--- config.mk ---
export PLATFORM = sky130hd
export DESIGN_NAME = kmeans_bitserial_sched
export DESIGN_NICKNAME = d
export VERILOG_FILES = /design/src/rtl/kmeans_bitserial_sched_pkg.sv /design/src/rtl/kmeans_bitserial_sched_buf.sv /design/src/rtl/kmeans_bitserial_sched.sv
export SDC_FILE = /design/constraint.sdc
export NUM_CORES = 2
export LEC_CHECK = 0
export BUFFER_PORTS_ARGS = -buffer_cell sky130_fd_sc_hd__buf_4
export CAP_MARGIN = 20
export CORE_MARGIN = 2
export CORE_UTILIZATION = 45
export DETAILED_ROUTE_END_ITERATION = 8
export GPL_TIMING_DRIVEN = 0
export PLACE_DENSITY = 0.57
export SYNTH_ARGS = -nofsm -noshare
export SYNTH_HDL_FRONTEND = slang
export SYNTH_SLANG_ARGS = --single-unit
--- constraint.sdc ---
create_clock -name clk -period 7.6 [get_ports clk]
set_input_delay 0.76 -clock clk [delete_from_list [all_inputs] [get_ports clk]]
set_output_delay 0.76 -clock clk [all_outputs]
set_load 0.02 [all_outputs]
--- src/rtl/kmeans_bitserial_sched_pkg.sv ---
// Shared sizes, state encoding and beat-count helper for the bit-serial k-means scheduler.
package kmeansTypes;
    localparam int NUM_BANK             = 8;
    localparam int NUM_BANK_LOG2        = 3;
    localparam int MAX_DEPTH_BITS       = 9;
    localparam int MAX_NUM_CLUSTER_BITS = 4;
    localparam int SCHED_BUF_DEPTH      = 256;
    localparam int SCHED_BUF_BITS       = 8;
    localparam int BEAT_BITS            = 16;
    localparam int DIST_BITS            = 48;

    typedef enum logic [2:0] {
        S_IDLE   = 3'd0,
        S_LOAD   = 3'd1,
        S_REPLAY = 3'd2,
        S_DRAIN  = 3'd3,
        S_EMIT   = 3'd4
    } sched_state_t;

    // Beats per sample: bit planes times NUM_BANK-wide dimension blocks.
    function automatic logic [BEAT_BITS-1:0] calc_beats(
        input logic [5:0]              nb_m1,
        input logic [MAX_DEPTH_BITS:0] dim_m1
    );
        logic [BEAT_BITS-1:0] planes;
        logic [BEAT_BITS-1:0] blocks;
        planes = BEAT_BITS'(nb_m1) + BEAT_BITS'(1);
        blocks = (BEAT_BITS'(dim_m1) + BEAT_BITS'(1)) >> NUM_BANK_LOG2;
        return planes * blocks;
    endfunction
endpackage

--- src/rtl/kmeans_bitserial_sched_buf.sv ---
// Simple dual-port bit-plane buffer: one write port, one registered read port.
module kmeans_bitplane_buf
    import kmeansTypes::*;
(
    input  logic                      clk,
    input  logic                      i_wr_en,
    input  logic [SCHED_BUF_BITS-1:0] i_wr_addr,
    input  logic [NUM_BANK-1:0]       i_wr_data,
    input  logic                      i_rd_en,
    input  logic [SCHED_BUF_BITS-1:0] i_rd_addr,
    output logic [NUM_BANK-1:0]       o_rd_data
);
    logic [NUM_BANK-1:0] r_mem [SCHED_BUF_DEPTH];
    logic [NUM_BANK-1:0] r_rd_data;

    always_ff @(posedge clk) begin
        if (i_wr_en) begin
            r_mem[i_wr_addr] <= i_wr_data;
        end
        if (i_rd_en) begin
            r_rd_data <= r_mem[i_rd_addr];
        end
    end

    assign o_rd_data = r_rd_data;
endmodule

--- src/rtl/kmeans_bitserial_sched.sv ---
// Streams each sample's bit planes to the MAC once per centroid (live for centroid 0,
// replayed from the buffer for the rest) and keeps a running argmin of the returned distances.
module kmeans_bitserial_sched
    import kmeansTypes::*;
(
    input  logic                            clk,
    input  logic                            rst_n,
    input  logic                            start,
    input  logic [5:0]                      numBits_minus_1,
    input  logic [MAX_DEPTH_BITS:0]         data_dim_minus_1,
    input  logic [MAX_NUM_CLUSTER_BITS-1:0] num_cl_minus_1,
    input  logic [31:0]                     num_samples,
    input  logic                            s_bits_valid,
    output logic                            s_bits_ready,
    input  logic [NUM_BANK-1:0]             s_bits,
    output logic                            mac_a_valid,
    output logic [NUM_BANK-1:0]             mac_a,
    output logic [MAX_NUM_CLUSTER_BITS-1:0] mac_cent_idx,
    input  logic signed [DIST_BITS-1:0]     mac_result,
    input  logic                            mac_result_valid,
    output logic                            out_valid,
    input  logic                            out_ready,
    output logic [MAX_NUM_CLUSTER_BITS-1:0] out_cluster,
    output logic signed [DIST_BITS-1:0]     out_dist,
    output logic                            busy,
    output logic                            done,
    output logic [2:0]                      dbg_state
);
    localparam int CL = MAX_NUM_CLUSTER_BITS;

    sched_state_t r_state, w_next;

    logic [BEAT_BITS-1:0]        r_beats, r_beat_cnt;
    logic [CL-1:0]               r_k_m1, r_pass;
    logic [31:0]                 r_num_samples, r_sample_cnt;
    logic [CL:0]                 r_res_cnt;
    logic [CL-1:0]               r_min_idx;
    logic signed [DIST_BITS-1:0] r_min;
    logic                        r_rd_valid;
    logic [CL-1:0]               r_rd_cent;
    logic                        r_mac_valid;
    logic [NUM_BANK-1:0]         r_mac_a;
    logic [CL-1:0]               r_mac_idx;
    logic                        r_done;

    logic                w_load_acc, w_beat_last, w_pass_last, w_res_take;
    logic                w_all_res, w_emit_hs, w_last_sample, w_rd_en, w_start_ok;
    logic [NUM_BANK-1:0] w_rd_data;

    assign w_start_ok    = (r_state == S_IDLE) && start;
    assign w_load_acc    = (r_state == S_LOAD) && s_bits_valid;
    assign w_beat_last   = (r_beat_cnt == r_beats - BEAT_BITS'(1));
    assign w_pass_last   = (r_pass == r_k_m1);
    // A result counts only while fewer than K have arrived for the current sample.
    assign w_res_take    = (r_state != S_IDLE) && mac_result_valid && (r_res_cnt <= {1'b0, r_k_m1});
    assign w_all_res     = (r_res_cnt == ({1'b0, r_k_m1} + (CL+1)'(1)));
    assign w_emit_hs     = (r_state == S_EMIT) && out_ready;
    assign w_last_sample = (r_sample_cnt == r_num_samples - 32'd1);

    always_ff @(posedge clk or negedge rst_n) begin
        if (!rst_n) begin
            r_state <= S_IDLE;
        end else begin
            r_state <= w_next;
        end
    end

    always_comb begin
        w_next       = r_state;
        s_bits_ready = 1'b0;
        out_valid    = 1'b0;
        busy         = 1'b1;
        w_rd_en      = 1'b0;
        case (r_state)
            S_IDLE: begin
                busy = 1'b0;
                if (start && (num_samples != 32'd0)) begin
                    w_next = S_LOAD;
                end
            end
            S_LOAD: begin
                s_bits_ready = 1'b1;
                if (w_load_acc && w_beat_last) begin
                    w_next = (r_k_m1 == '0) ? S_DRAIN : S_REPLAY;
                end
            end
            S_REPLAY: begin
                w_rd_en = 1'b1;
                if (w_beat_last && w_pass_last) begin
                    w_next = S_DRAIN;
                end
            end
            S_DRAIN: begin
                if (w_all_res) begin
                    w_next = S_EMIT;
                end
            end
            S_EMIT: begin
                out_valid = 1'b1;
                if (out_ready) begin
                    w_next = w_last_sample ? S_IDLE : S_LOAD;
                end
            end
            default: begin
                w_next = S_IDLE;
            end
        endcase
    end

    always_ff @(posedge clk or negedge rst_n) begin
        if (!rst_n) begin
            r_beats       <= '0;
            r_k_m1        <= '0;
            r_num_samples <= '0;
            r_sample_cnt  <= '0;
            r_beat_cnt    <= '0;
            r_pass        <= '0;
        end else begin
            if (w_start_ok) begin
                r_beats       <= calc_beats(numBits_minus_1, data_dim_minus_1);
                r_k_m1        <= num_cl_minus_1;
                r_num_samples <= num_samples;
                r_sample_cnt  <= '0;
                r_beat_cnt    <= '0;
            end else if (w_load_acc || (r_state == S_REPLAY)) begin
                r_beat_cnt <= w_beat_last ? '0 : r_beat_cnt + BEAT_BITS'(1);
            end
            if (w_load_acc && w_beat_last) begin
                r_pass <= CL'(1);
            end else if ((r_state == S_REPLAY) && w_beat_last && !w_pass_last) begin
                r_pass <= r_pass + CL'(1);
            end
            if (w_emit_hs) begin
                r_sample_cnt <= r_sample_cnt + 32'd1;
            end
        end
    end

    // Live beats go straight to the output register; replayed beats take one extra
    // cycle through the RAM, which yields the single bubble after LOAD.
    always_ff @(posedge clk or negedge rst_n) begin
        if (!rst_n) begin
            r_rd_valid  <= 1'b0;
            r_rd_cent   <= '0;
            r_mac_valid <= 1'b0;
            r_mac_a     <= '0;
            r_mac_idx   <= '0;
        end else begin
            r_rd_valid <= w_rd_en;
            r_rd_cent  <= r_pass;
            if (w_load_acc) begin
                r_mac_valid <= 1'b1;
                r_mac_a     <= s_bits;
                r_mac_idx   <= '0;
            end else if (r_rd_valid) begin
                r_mac_valid <= 1'b1;
                r_mac_a     <= w_rd_data;
                r_mac_idx   <= r_rd_cent;
            end else begin
                r_mac_valid <= 1'b0;
            end
        end
    end

    always_ff @(posedge clk or negedge rst_n) begin
        if (!rst_n) begin
            r_res_cnt <= '0;
            r_min_idx <= '0;
            r_min     <= '0;
            r_done    <= 1'b0;
        end else begin
            r_done <= (w_start_ok && (num_samples == 32'd0)) || (w_emit_hs && w_last_sample);
            if (w_start_ok || w_emit_hs) begin
                r_res_cnt <= '0;
            end else if (w_res_take) begin
                r_res_cnt <= r_res_cnt + (CL+1)'(1);
                if ((r_res_cnt == '0) || (mac_result < r_min)) begin
                    r_min     <= mac_result;
                    r_min_idx <= r_res_cnt[CL-1:0];
                end
            end
        end
    end

    kmeans_bitplane_buf u_buf (
        .clk       (clk),
        .i_wr_en   (w_load_acc),
        .i_wr_addr (r_beat_cnt[SCHED_BUF_BITS-1:0]),
        .i_wr_data (s_bits),
        .i_rd_en   (w_rd_en),
        .i_rd_addr (r_beat_cnt[SCHED_BUF_BITS-1:0]),
        .o_rd_data (w_rd_data)
    );

    assign mac_a_valid  = r_mac_valid;
    assign mac_a        = r_mac_a;
    assign mac_cent_idx = r_mac_idx;
    assign out_cluster  = r_min_idx;
    assign out_dist     = r_min;
    assign done         = r_done;
    assign dbg_state    = r_state;
endmodule

==> results by group <==
Route
  – Initial DRC count: 8,162
  – Avg WL per Cell: 38.4 µm
  – DR pass1 iterations: 8
  – Vias: 53,800
  – DRT Wirelength: 321,000 µm
  – Post-route ant nets: 0
  – Drt drc: 0
  – Vias per cell: 6.42

Critical path
  – Top cell by count, worst path: buf_2
  – Crit-path max cell delay: 0.96 ns
  – CP max-delay cell: buf_2
  – CP Launch Type: flop
  – Crit path capture type: flop
  – Crit-path cells: clkbuf_1 > buf_2 > buf_2 > buf_2 > buf_2 > mux4_2 > mux4_2 > a31oi_1 > nand3_1 > a21oi_1 > o31ai_1
  – WP data arrival: 7.20 ns
  – Crit. Startpoint: r_beat_cnt[0]
  – Worst setup path class: reg2reg
  – Crit path max fanout: 10
  – Top delay family on crit path: buffers and inverters
  – Worst Path Buf+Inv: 5
  – Critical Path RT: 8.17 ns
  – Reg-to-Reg Start: r_beat_cnt[0]

Clock network
  – # clock sinks: 2,238
  – Reg clk slew, reported paths: 0.07 ns
  – Num CTS Buffers: 226
  – TritonCTS clock tree: done
  – Clk_lat worst skew: 0.93 ns
  – # H-tree levels: 4
  – Root Driver: clkbuf_16
  – CTS Buffer Depth: 3

Floorplanning
  – Core area: 205,000 µm²
  – Die Wd: 458 µm
  – Starting Density: 45.3%
  – # IOs: 186
  – Row count: 166
  – Die area: 210,000 µm²
  – Die Y: 458 µm

Pwr
  – Logic pwr share: 37.4%
  – Power Internal: 25.4 mW
  – Net Switching: 15.2 mW
  – Pwr Density: 382 nW/µm²
  – Switch share: 37.5%
  – Pwr Total: 40.6 mW
  – VDD IR-drop max: 0.000282 V
  – Clock power share: 27.4%
  – LEAKAGE: 35.0 nW
  – Seq pwr share: 35.2%

STA
  – Minimum clock period: 6.63 ns
  – Worst slew margin: 20.1%
  – Final hold vios: 0
  – RSZ-0062 raised after global routing: no
  – Worst setup margin: 0.971 ns
  – Setup-failing EPs final: 0
  – Layout Skew: 0.0773 ns
  – Max Slew Vio Count: 0
  – Tightest Pin Transition: 1.19 ns
  – Fmax: 151 MHz
  – Tcrit/Tclk final: 87.2%
  – Setup tns final: 0 ns

Global routing
  – Largest net degree at the start of global routing: 163
  – First-pass GRT wire length: 433,000 µm
  – Total grt overflow: 0
  – Antenna violations before repair: 15
  – Tot GR Track Use: 30.5%
  – Vias in the first global route: 51,700

Yosys
  – Post-synth ARST share: 8.13%
  – Netlist cell types: 68
  – EDFF count, synth: 2,056
  – Largest area contributor in the netlist: edfxtp_1
  – Post-Syn Area: 93,000 µm²
  – Cells after Synth: 5,030
  – Syn_area_per_cell: 18.5 µm²
  – Share of the synthesized area in the top cell type: 66.4%
  – Number of synthesized register bits: 2,238
  – Top cells by area, synth: edfxtp_1 66%, mux4_2 16%, dfrtp_1 4.9%
  – Ys flop type: edfxtp_1
  – Seq/Total Area, Yosys: 71.3%
  – YS warnings: 0
  – Net Count, Synth: 5,270

Finish
  – Filler instances: 16,400
  – Layout area overhead: 14.2%
  – Commonest non-fill, non-tap cells in the layout: 2,056 x edfxtp_1, 649 x mux4_2, 431 x nor2_1, 227 x clkbuf_16, 212 x nand2_1
  – Design area: 106,000 µm²
  – Layout cells sized above 1: 23.9%
  – Most common cell after layout, fill and taps aside: edfxtp_1
  – Final nets: 5,733

Placed design
  – Area after DPL: 98,800 µm²
  – Routability Congestion: 0.958
  – Buffers on Ports: 185
  – DP Worst Slack: 1.37 ns
  – HPWL Detailed: 208,000 µm

Worst hold path
  – Hold Path Class: in2reg
  – Hold Path Origin: num_samples[20]

Flow run
  – Max-Cap Viols: 0

Outcome
  – Status: completed
==> tightest hold or removal path, cell delays in order <==
cell and delay, ns:
buf_4 0.08, nand2_1 0.04, nand2_1 0.04
==> final timing paths <==
| path | endpoint | slack [ns] | cells after the start |
|---|---|---|---|
| max in group asynchronous | r_beats[12] | 6.16 | 4 |
| min in group asynchronous | out_dist[17] | 0.27 | 2 |
| worst min register to register | r_rd_cent[3] | 0.47 | 0 |
| worst max register to register | u_buf.o_rd_data[0] | 0.97 | 11 |
| worst min-delay path | r_num_samples[20] | 0.08 | 3 |
| worst max-delay path | u_buf.o_rd_data[0] | 0.97 | 11 |
==> layer usage <==
| layer | track usage [%] | vias to the layer above | wire [µm] |
|---|---|---|---|
| li1 | - | 21200 | - |
| met1 | 40.9 | 28700 | 123000 |
| met2 | 46.1 | 3238 | 146000 |
| met3 | 8.39 | 648 | 34500 |
| met4 | 14.9 | 8 | 17700 |
| met5 | 0 | - | 49 |
==> flip-flops by register name, summed over array words and instances, names as in the netlist, 8 cells and up <==
name and flops:
mac_a 8, out_dist 48, r_beat_cnt 16, r_beats 15
r_num_samples 32, r_sample_cnt 32, u_buf.o_rd_data 8, u_buf.r_mem 2048
==> per-stage QoR <==
stage          hold slack (ns)  instances  utilization, %
2_1_floorplan            0.409       5030               -
3_3_place_gp             0.456       7903            47.7
3_5_place_dp             0.457       7947            48.2
4_1_cts                 0.0303       8360            51.8
5_1_grt                 0.0507       8366            51.8
6_report                0.0772       8372            51.8
==> power by group through the flow <==
stage,Combinational (mW),Clock (mW),Sequential (mW)
after floorplan,7.47,0,14.6
after global placement,14.6,0,14.5
after detailed placement,14.9,0,14.5
after CTS,14.9,11.2,14.3
after global routing,15.4,11.6,14.3
final,15.2,11.1,14.3
==> layout make-up <==
type                    count  area [µm²]  area share [%]
clock inverters           133        1400            1.31
multi-input cells        2393       25100            23.7
inverters                 103         387           0.364
diodes                      7        17.5          0.0165
clock buffers             279        5910            5.56
repair buffers            235        2410            2.27
flip-flops and latches   2238       66300            62.4
well taps                2688        3360            3.17
plain buffers             296        1290            1.22
==> kinds of logic (layout without fill, tap and decap cells) <==
family	after synthesis	after routing	share of synthesized area (%)
AO/OA/AOI/OAI	355	355	2.25
multiplexers	685	685	16.1
adder cells (fa/ha/maj)	126	126	1.93
buffers and inverters	399	1046	1.67
other	0	7	0
AND/OR/NAND/NOR	1122	1122	5.72
XOR/XNOR	105	105	0.989
flip-flops	2238	2238	71.3
==> cells in the mapped netlist (7+ instances only) <==
cell type / n
a211oi_1: 9
buf_2: 44
o211ai_1: 11
nand2_1: 212
xor2_1: 38
edfxtp_1: 2056
clkbuf_1: 207
xnor2_1: 67
nand4_1: 93
mux4_2: 649
ha_1: 97
mux2i_1: 31
a21o_1: 18
and2_1: 7
o21ai_0: 138
and3_1: 90
nor3_1: 28
a31oi_1: 19
or4_1: 9
buf_1: 45
nor4_1: 28
nor2b_1: 20
fa_1: 29
nand3_1: 137
a21oi_1: 99
o31ai_1: 11
and4_1: 7
nand2b_1: 10
inv_1: 102
dfrtp_1: 182
or2_2: 14
nor2_1: 431
==> repair_timing <==
item,CTS,global route
buffers inserted,0,0
hold buffers,1,0
resized for setup,0,0
hold endpoints to repair,33,0
Power figures use the tool's default switching activity.
